[config.mk]
export PLATFORM = sky130hd
export DESIGN_NAME = prio_merge_arb_flat
export DESIGN_NICKNAME = d
export VERILOG_FILES = /design/src/rtl/prio_merge_pkg.sv /design/src/rtl/prio_merge_arb_if.sv /design/src/rtl/prio_arb_n.sv /design/src/rtl/prio_merge_arb.sv /design/src/flat_wrapper.sv
export SDC_FILE = /design/constraint.sdc
export NUM_CORES = 1
export LEC_CHECK = 0
export ABC_AREA = 0
export CAP_MARGIN = 30
export CORE_UTILIZATION = 40
export CTS_CLUSTER_DIAMETER = 30
export CTS_CLUSTER_SIZE = 8
export DETAILED_ROUTE_END_ITERATION = 16
export PLACE_DENSITY = 0.85
export SLEW_MARGIN = 20
export SYNTH_ARGS = -nofsm -noshare
export SYNTH_HDL_FRONTEND = slang
export SYNTH_HIERARCHICAL = 1
export SYNTH_SLANG_ARGS = --single-unit
export TNS_END_PERCENT = 5
[constraint.sdc]
create_clock -name clk -period 6.05 [get_ports clk]
set_clock_uncertainty 0.05 [all_clocks]
set_input_delay 1.21 -clock clk [delete_from_list [all_inputs] [get_ports clk]]
set_output_delay 1.21 -clock clk [all_outputs]
set_load 0.005 [all_outputs]
[src/rtl/prio_merge_pkg.sv]
// Shared types and defaults for the prio_merge_arb channel merge.
package prio_merge_pkg;

   typedef enum logic {
      MODE_FIXED = 1'b0,
      MODE_RR    = 1'b1
   } mode_e;

   localparam int DEF_WIDTH = 8;
   localparam int DEF_N     = 4;

   // Source-index width; a single channel still gets one bit so vectors never collapse to zero width.
   function automatic int src_w(input int n);
      return (n < 2) ? 1 : $clog2(n);
   endfunction

endpackage

[src/rtl/prio_merge_arb_if.sv]
// Valid/ready bundle for the N-channel merge: N input streams plus one registered output stream.
interface prio_merge_arb_if
   import prio_merge_pkg::*;
#(
   parameter int WIDTH = DEF_WIDTH,
   parameter int N     = DEF_N,
   parameter int SRC_W = src_w(N)
);

   logic [N-1:0]       in_valid;
   logic [N-1:0]       in_ready;
   logic [N*WIDTH-1:0] in_data;
   logic               out_valid;
   logic               out_ready;
   logic [WIDTH-1:0]   out_data;
   logic [SRC_W-1:0]   out_src;

   // master: packet-input side and downstream consumer; slave: the merge block
   modport master (
      output in_valid,
      input  in_ready,
      output in_data,
      input  out_valid,
      output out_ready,
      input  out_data,
      input  out_src
   );

   modport slave (
      input  in_valid,
      output in_ready,
      input  in_data,
      output out_valid,
      input  out_ready,
      output out_data,
      output out_src
   );

endinterface

[src/rtl/prio_arb_n.sv]
// N-way grant logic (fixed priority or round-robin) with rr pointer; starvation counters
// are compiled in only when PRIO_MERGE_STARVE_GUARD_EN is defined.
module prio_arb_n
   import prio_merge_pkg::*;
#(
   parameter  int N            = DEF_N,
   parameter  int STARVE_LIMIT = 8,
   localparam int SRC_W        = src_w(N)
) (
   input  logic             clk,
   input  logic             rst_n,
   input  mode_e            mode,
   input  logic [N-1:0]     req,
   input  logic             xfer,
   output logic [N-1:0]     gnt,
   output logic [SRC_W-1:0] gnt_idx,
   output logic             any_req
);

   if (N < 2 || N > 16 || STARVE_LIMIT < 1) begin : g_bad_params
      $error("prio_arb_n: N must be 2..16 and STARVE_LIMIT at least 1");
   end

   logic [SRC_W-1:0] rr_ptr;
   logic [SRC_W-1:0] base_idx;
   logic [N-1:0]     starved;

   function automatic logic [SRC_W-1:0] lowest(input logic [N-1:0] r);
      logic [SRC_W-1:0] pick;
      pick = '0;
      for (int i = N - 1; i >= 0; i--) begin
         if (r[i]) pick = SRC_W'(i);
      end
      return pick;
   endfunction

   // Descending scan so the last hit is the first requester at or after p, modulo N.
   function automatic logic [SRC_W-1:0] rotate_pick(input logic [N-1:0] r,
                                                    input logic [SRC_W-1:0] p);
      logic [SRC_W-1:0] pick;
      int k;
      pick = '0;
      for (int i = N - 1; i >= 0; i--) begin
         k = (int'(p) + i) % N;
         if (r[SRC_W'(k)]) pick = SRC_W'(k);
      end
      return pick;
   endfunction

   assign any_req = |req;

   always_comb begin
      base_idx = (mode == MODE_RR) ? rotate_pick(req, rr_ptr) : lowest(req);
      gnt_idx  = (|starved) ? lowest(starved) : base_idx;
      gnt      = any_req ? (N'(1) << gnt_idx) : '0;
   end

   // Pointer only moves on an actual channel transfer in round-robin mode.
   always_ff @(posedge clk or negedge rst_n) begin
      if (!rst_n) begin
         rr_ptr <= '0;
      end else if (xfer && mode == MODE_RR) begin
         rr_ptr <= (gnt_idx == SRC_W'(N - 1)) ? '0 : gnt_idx + SRC_W'(1);
      end
   end

`ifdef PRIO_MERGE_STARVE_GUARD_EN
   localparam int CNT_W = $clog2(STARVE_LIMIT + 1);

   logic [CNT_W-1:0] cnt [N];

   always_ff @(posedge clk or negedge rst_n) begin
      if (!rst_n) begin
         for (int k = 0; k < N; k++) cnt[k] <= '0;
      end else begin
         for (int k = 0; k < N; k++) begin
            if (!req[k]) begin
               cnt[k] <= '0;
            end else if (xfer) begin
               if (gnt[k])
                  cnt[k] <= '0;
               else if (cnt[k] != CNT_W'(STARVE_LIMIT))
                  cnt[k] <= cnt[k] + CNT_W'(1);
            end
         end
      end
   end

   // A counter at the limit only matters while its channel is still requesting.
   always_comb begin
      starved = '0;
      for (int k = 0; k < N; k++) begin
         starved[k] = req[k] && (cnt[k] == CNT_W'(STARVE_LIMIT));
      end
   end
`else
   assign starved = '0;
`endif

endmodule

[src/rtl/prio_merge_arb.sv]
// N-channel valid/ready merge into one registered output stage; arbitration lives in prio_arb_n.
// Optional starvation guard: PRIO_MERGE_STARVE_GUARD_EN (handled inside prio_arb_n).
module prio_merge_arb
   import prio_merge_pkg::*;
#(
   parameter  int WIDTH        = DEF_WIDTH,
   parameter  int N            = DEF_N,
   parameter  int STARVE_LIMIT = 8,
   localparam int SRC_W        = src_w(N)
) (
   input  logic             clk,
   input  logic             rst_n,
   input  logic             mode_rr,
   prio_merge_arb_if.slave  bus
);

   mode_e            mode;
   logic             can_load;
   logic             xfer;
   logic             any_req;
   logic [N-1:0]     gnt;
   logic [SRC_W-1:0] gnt_idx;
   logic [WIDTH-1:0] ch_data [N];

   logic             out_valid_q;
   logic [WIDTH-1:0] out_data_q;
   logic [SRC_W-1:0] out_src_q;

   assign mode = mode_e'(mode_rr);

   for (genvar k = 0; k < N; k++) begin : g_unpack
      assign ch_data[k] = bus.in_data[k*WIDTH +: WIDTH];
   end

   prio_arb_n #(
      .N            (N),
      .STARVE_LIMIT (STARVE_LIMIT)
   ) u_arb (
      .clk     (clk),
      .rst_n   (rst_n),
      .mode    (mode),
      .req     (bus.in_valid),
      .xfer    (xfer),
      .gnt     (gnt),
      .gnt_idx (gnt_idx),
      .any_req (any_req)
   );

   // rst_n gates ready so no channel handshake can complete while held in reset.
   assign can_load     = !out_valid_q || bus.out_ready;
   assign xfer         = rst_n && can_load && any_req;
   assign bus.in_ready = xfer ? gnt : '0;

   always_ff @(posedge clk or negedge rst_n) begin
      if (!rst_n) begin
         out_valid_q <= 1'b0;
         out_data_q  <= '0;
         out_src_q   <= '0;
      end else if (xfer) begin
         out_valid_q <= 1'b1;
         out_data_q  <= ch_data[gnt_idx];
         out_src_q   <= gnt_idx;
      end else if (bus.out_ready) begin
         out_valid_q <= 1'b0;
      end
   end

   assign bus.out_valid = out_valid_q;
   assign bus.out_data  = out_data_q;
   assign bus.out_src   = out_src_q;

endmodule

[src/flat_wrapper.sv]
// flat-port wrapper written by rule: the top's interface ports become plain ports
module prio_merge_arb_flat import prio_merge_pkg::*;
#(
   parameter  int WIDTH        = DEF_WIDTH,
   parameter  int N            = DEF_N,
   parameter  int STARVE_LIMIT = 8,
   localparam int SRC_W        = src_w(N)
)
  (clk, rst_n, mode_rr, bus_in_valid, bus_in_ready, bus_in_data, bus_out_valid, bus_out_ready, bus_out_data, bus_out_src);
  prio_merge_arb_if #(.WIDTH(WIDTH), .N(N)) bus_i ();
  input  logic clk;
  input  logic rst_n;
  input  logic mode_rr;
  input wire logic [$bits(bus_i.in_valid)-1:0] bus_in_valid;
  output wire logic [$bits(bus_i.in_ready)-1:0] bus_in_ready;
  input wire logic [$bits(bus_i.in_data)-1:0] bus_in_data;
  output wire logic [$bits(bus_i.out_valid)-1:0] bus_out_valid;
  input wire logic [$bits(bus_i.out_ready)-1:0] bus_out_ready;
  output wire logic [$bits(bus_i.out_data)-1:0] bus_out_data;
  output wire logic [$bits(bus_i.out_src)-1:0] bus_out_src;
  assign bus_i.in_valid = bus_in_valid;
  assign bus_in_ready = bus_i.in_ready;
  assign bus_i.in_data = bus_in_data;
  assign bus_out_valid = bus_i.out_valid;
  assign bus_i.out_ready = bus_out_ready;
  assign bus_out_data = bus_i.out_data;
  assign bus_out_src = bus_i.out_src;
  prio_merge_arb #(.WIDTH(WIDTH), .N(N), .STARVE_LIMIT(STARVE_LIMIT)) u_core (.clk(clk), .rst_n(rst_n), .mode_rr(mode_rr), .bus(bus_i));
endmodule
==> results_dict.tcl <==
set metrics [dict create \
    synthFlopType "dfrtp_1" \
    synth_edf_count 0 \
    p_per_area_nw_per_um2 243.1 \
    fin_crit_ps 5008 \
    cap_violations 0 \
    rows 17 \
    sequentialPowerShare_pct 36.2 \
    clk_path_buf_depth 2 \
    finalSetupTns_ps 0 \
    tightest_slew_ps 760.1 \
    synth_commonest_cells "dfrtp_1, mux2_2, mux4_2" \
    postLayoutCellArea_um2 1511 \
    fin_util_pct 68.99 \
    syn-num-nets 120 \
    drive_gt1_share_pct 19.70 \
    reg2regPathDepth 6 \
    io_buffers 54 \
    num-nets-final 177 \
    antenna_found_initial 0 \
    core_area_um2 2191 \
    n_antenna_cell 0 \
    cts.reportedPaths.clkPinSlew_ps 70 \
    cts-root-buf "clkbuf_4" \
    drtIter0Drc 26 \
    hold_viol_final 0 \
    end_kind "primary output" \
    die_y_um 50.02 \
    wire_per_inst_um 13.71 \
    initial_core_util_pct 42.09 \
    dp_cells 156 \
    max_freq_mhz 199.7 \
    viasPerCell 5.163 \
    synth_top_area_share_pct 35.28 \
    cts_made_buffers 3 \
    cts-resized-gates 0 \
    finalMaxSlewViolations 0 \
    dieArea_um2 2502 \
    status "finished, final reports clean" \
    ant_nets 0 \
    hold_slack_ps 464.5 \
    rsz0062_at_grt "no" \
    grt_pass1_wl_mm 3.581 \
    pre_cts_slack_ps 1046 \
    yosysSeqAreaShare_pct 35.28 \
    p_int_uw 262.1 \
    post_cts_buffers 0 \
    first_pass_iters 4 \
    setup_viol_count_final 0 \
    netlist_area_um2 922.1 \
    cts-htree-levels 1 \
    p_comb_share_pct 49.9 \
    track_usage_pct 19.22 \
    final_cells 160 \
    arrival_ps 3750 \
    io-pin-count 55 \
    ys_top_cells_by_area "dfrtp_1, mux4_2, mux2_2, ha_1, nor2b_1" \
    worstHoldPathType "flop to flop" \
    synth_area_leader_cell "dfrtp_1" \
    worstSetupPathType "input pin to primary output" \
    netlist_instances 76 \
    p_sw_share_pct 28.65 \
    synthDistinctLibCells 25 \
    worstSkewPairLatency_ps 260 \
    gp_congestion 0.7328 \
    slew_headroom_pct 49.33 \
    die_width_um 50.02 \
    worst_slack_ps 1042 \
    ys_warn_count 6 \
    syn_avg_cell_area_um2 12.13 \
    syn_to_final_growth_pct 63.91 \
    hold-path-cell-count 1 \
    wirelength_mm 2.193 \
    clock-sinks 13 \
    synth.most_common_cell "dfrtp_1" \
    irDropWorstVdd_uv 170.5 \
    grt_max_degree 16 \
    synthArstFlopShare_pct 100.0 \
    cts_tree "built" \
    vias 826 \
    critPathMaxFanout 11 \
    clockPowerShare_pct 14.0 \
    cts_hold_buf 0 \
    finalCritPeriodShare_pct 82.78 \
    overflow 0 \
    dp_hpwl_mm 1.794 \
    drc 0 \
    cp.required_ps 4790 \
    n_fill_cell 167 \
    grt_pass1_vias 890 \
    crit_path_start_kind "input pin" \
    total_leakage_power_nw 0.6045 \
    post_dp_cell_area_um2 1485 \
    power_uw 367.4 \
    switching_power_uw 105.3 \
    synth-seq-cells 13 \
]
[layout by cell type (no fill, tap or decap)]
master           count
a21oi_1              1
a21oi_2              1
a22oi_1              1
and2_1               4
buf_4                1
clkbuf_1             1
clkbuf_4             3
clkdlybuf4s50_1     54
dfrtp_1             13
ha_1                 4
inv_1                4
mux2_2               9
mux2_4               1
mux4_2               8
nand2_1              6
nand2b_1             3
nand3_1              1
nor2_1               1
nor2b_1              7
nor3_2               1
nor4_2               1
o21a_1               2
o21ai_0              2
o21ai_1              1
o22ai_1              1
o41ai_2              1
[cells by family (layout without fill, tap and decap cells)]
family | Yosys count | count (layout) | share of synthesized area [%]
adder cells (fa/ha/maj) | 4 | 4 | 5.428
flip-flops | 13 | 13 | 35.28
AO/OA/AOI/OAI | 10 | 10 | 8.005
buffers and inverters | 7 | 63 | 3.798
AND/OR/NAND/NOR | 24 | 24 | 15.33
multiplexers | 18 | 18 | 32.16
[final cells by class]
type                       instances  area (µm²)  share of cell area, %
inverter                           4       15.01                 0.9934
tap                               28       35.03                  2.318
timing repair buffer              55       548.0                  36.26
clock buffer                       4       26.28                  1.738
sequential                        13       325.3                  21.52
multi-input combinational         56       561.8                  37.17
[metal layers]
| metal | part of all wire, % | track usage [%] | vias to the layer above | wire (µm) |
|---|---|---|---|---|
| met5 | 0 | 0 | - | 0 |
| met1 | 37 | 19.25 | 393 | 804 |
| met3 | 9.8 | 6.481 | 2 | 216 |
| met4 | 1.2 | 10.48 | 0 | 27 |
| li1 | - | - | 389 | - |
| met2 | 52 | 34.22 | 42 | 1145 |
[critical path: stages]
cell and delay [ps]:
clkdlybuf4s50_1 610, nand2b_1 110, a22oi_1 290, nor3_2 110, inv_1 410, ha_1 280, nor2b_1 120, and2_1 120
clkdlybuf4s50_1 490
[sequential cells by signal (all words and copies together), names as in the netlist]
name,flops
u_core/bus.out_data,8
u_core/bus.out_src,2
u_core/bus.out_valid,1
u_core/u_arb/rr_ptr,2
[path summary, 6_finish.rpt]
check / from / endpoint / slack [ps]
min: u_core/bus.out_src[0] / u_core/bus.out_src[0] / 460
max: bus_in_valid[3] / bus_in_ready[3] / 1040
max in group asynchronous: rst_n / u_core/u_arb/rr_ptr[1] / 4600
min in group asynchronous: rst_n / u_core/bus.out_data[0] / 1190
min reg2reg: u_core/bus.out_src[0] / u_core/bus.out_src[0] / 460
max reg2reg: u_core/u_arb/rr_ptr[1] / u_core/bus.out_data[1] / 3640
[power groups by stage]
stage | Combinational, mW | Clock, mW | Sequential [mW]
final | 0.183 | 0.0514 | 0.133
after global routing | 0.198 | 0.0613 | 0.136
after CTS | 0.185 | 0.0537 | 0.133
after detailed placement | 0.184 | 0 | 0.133
after global placement | 0.179 | 0 | 0.132
after floorplan | 0.0901 | 0 | 0.133
(Power assumes the default switching activity.)
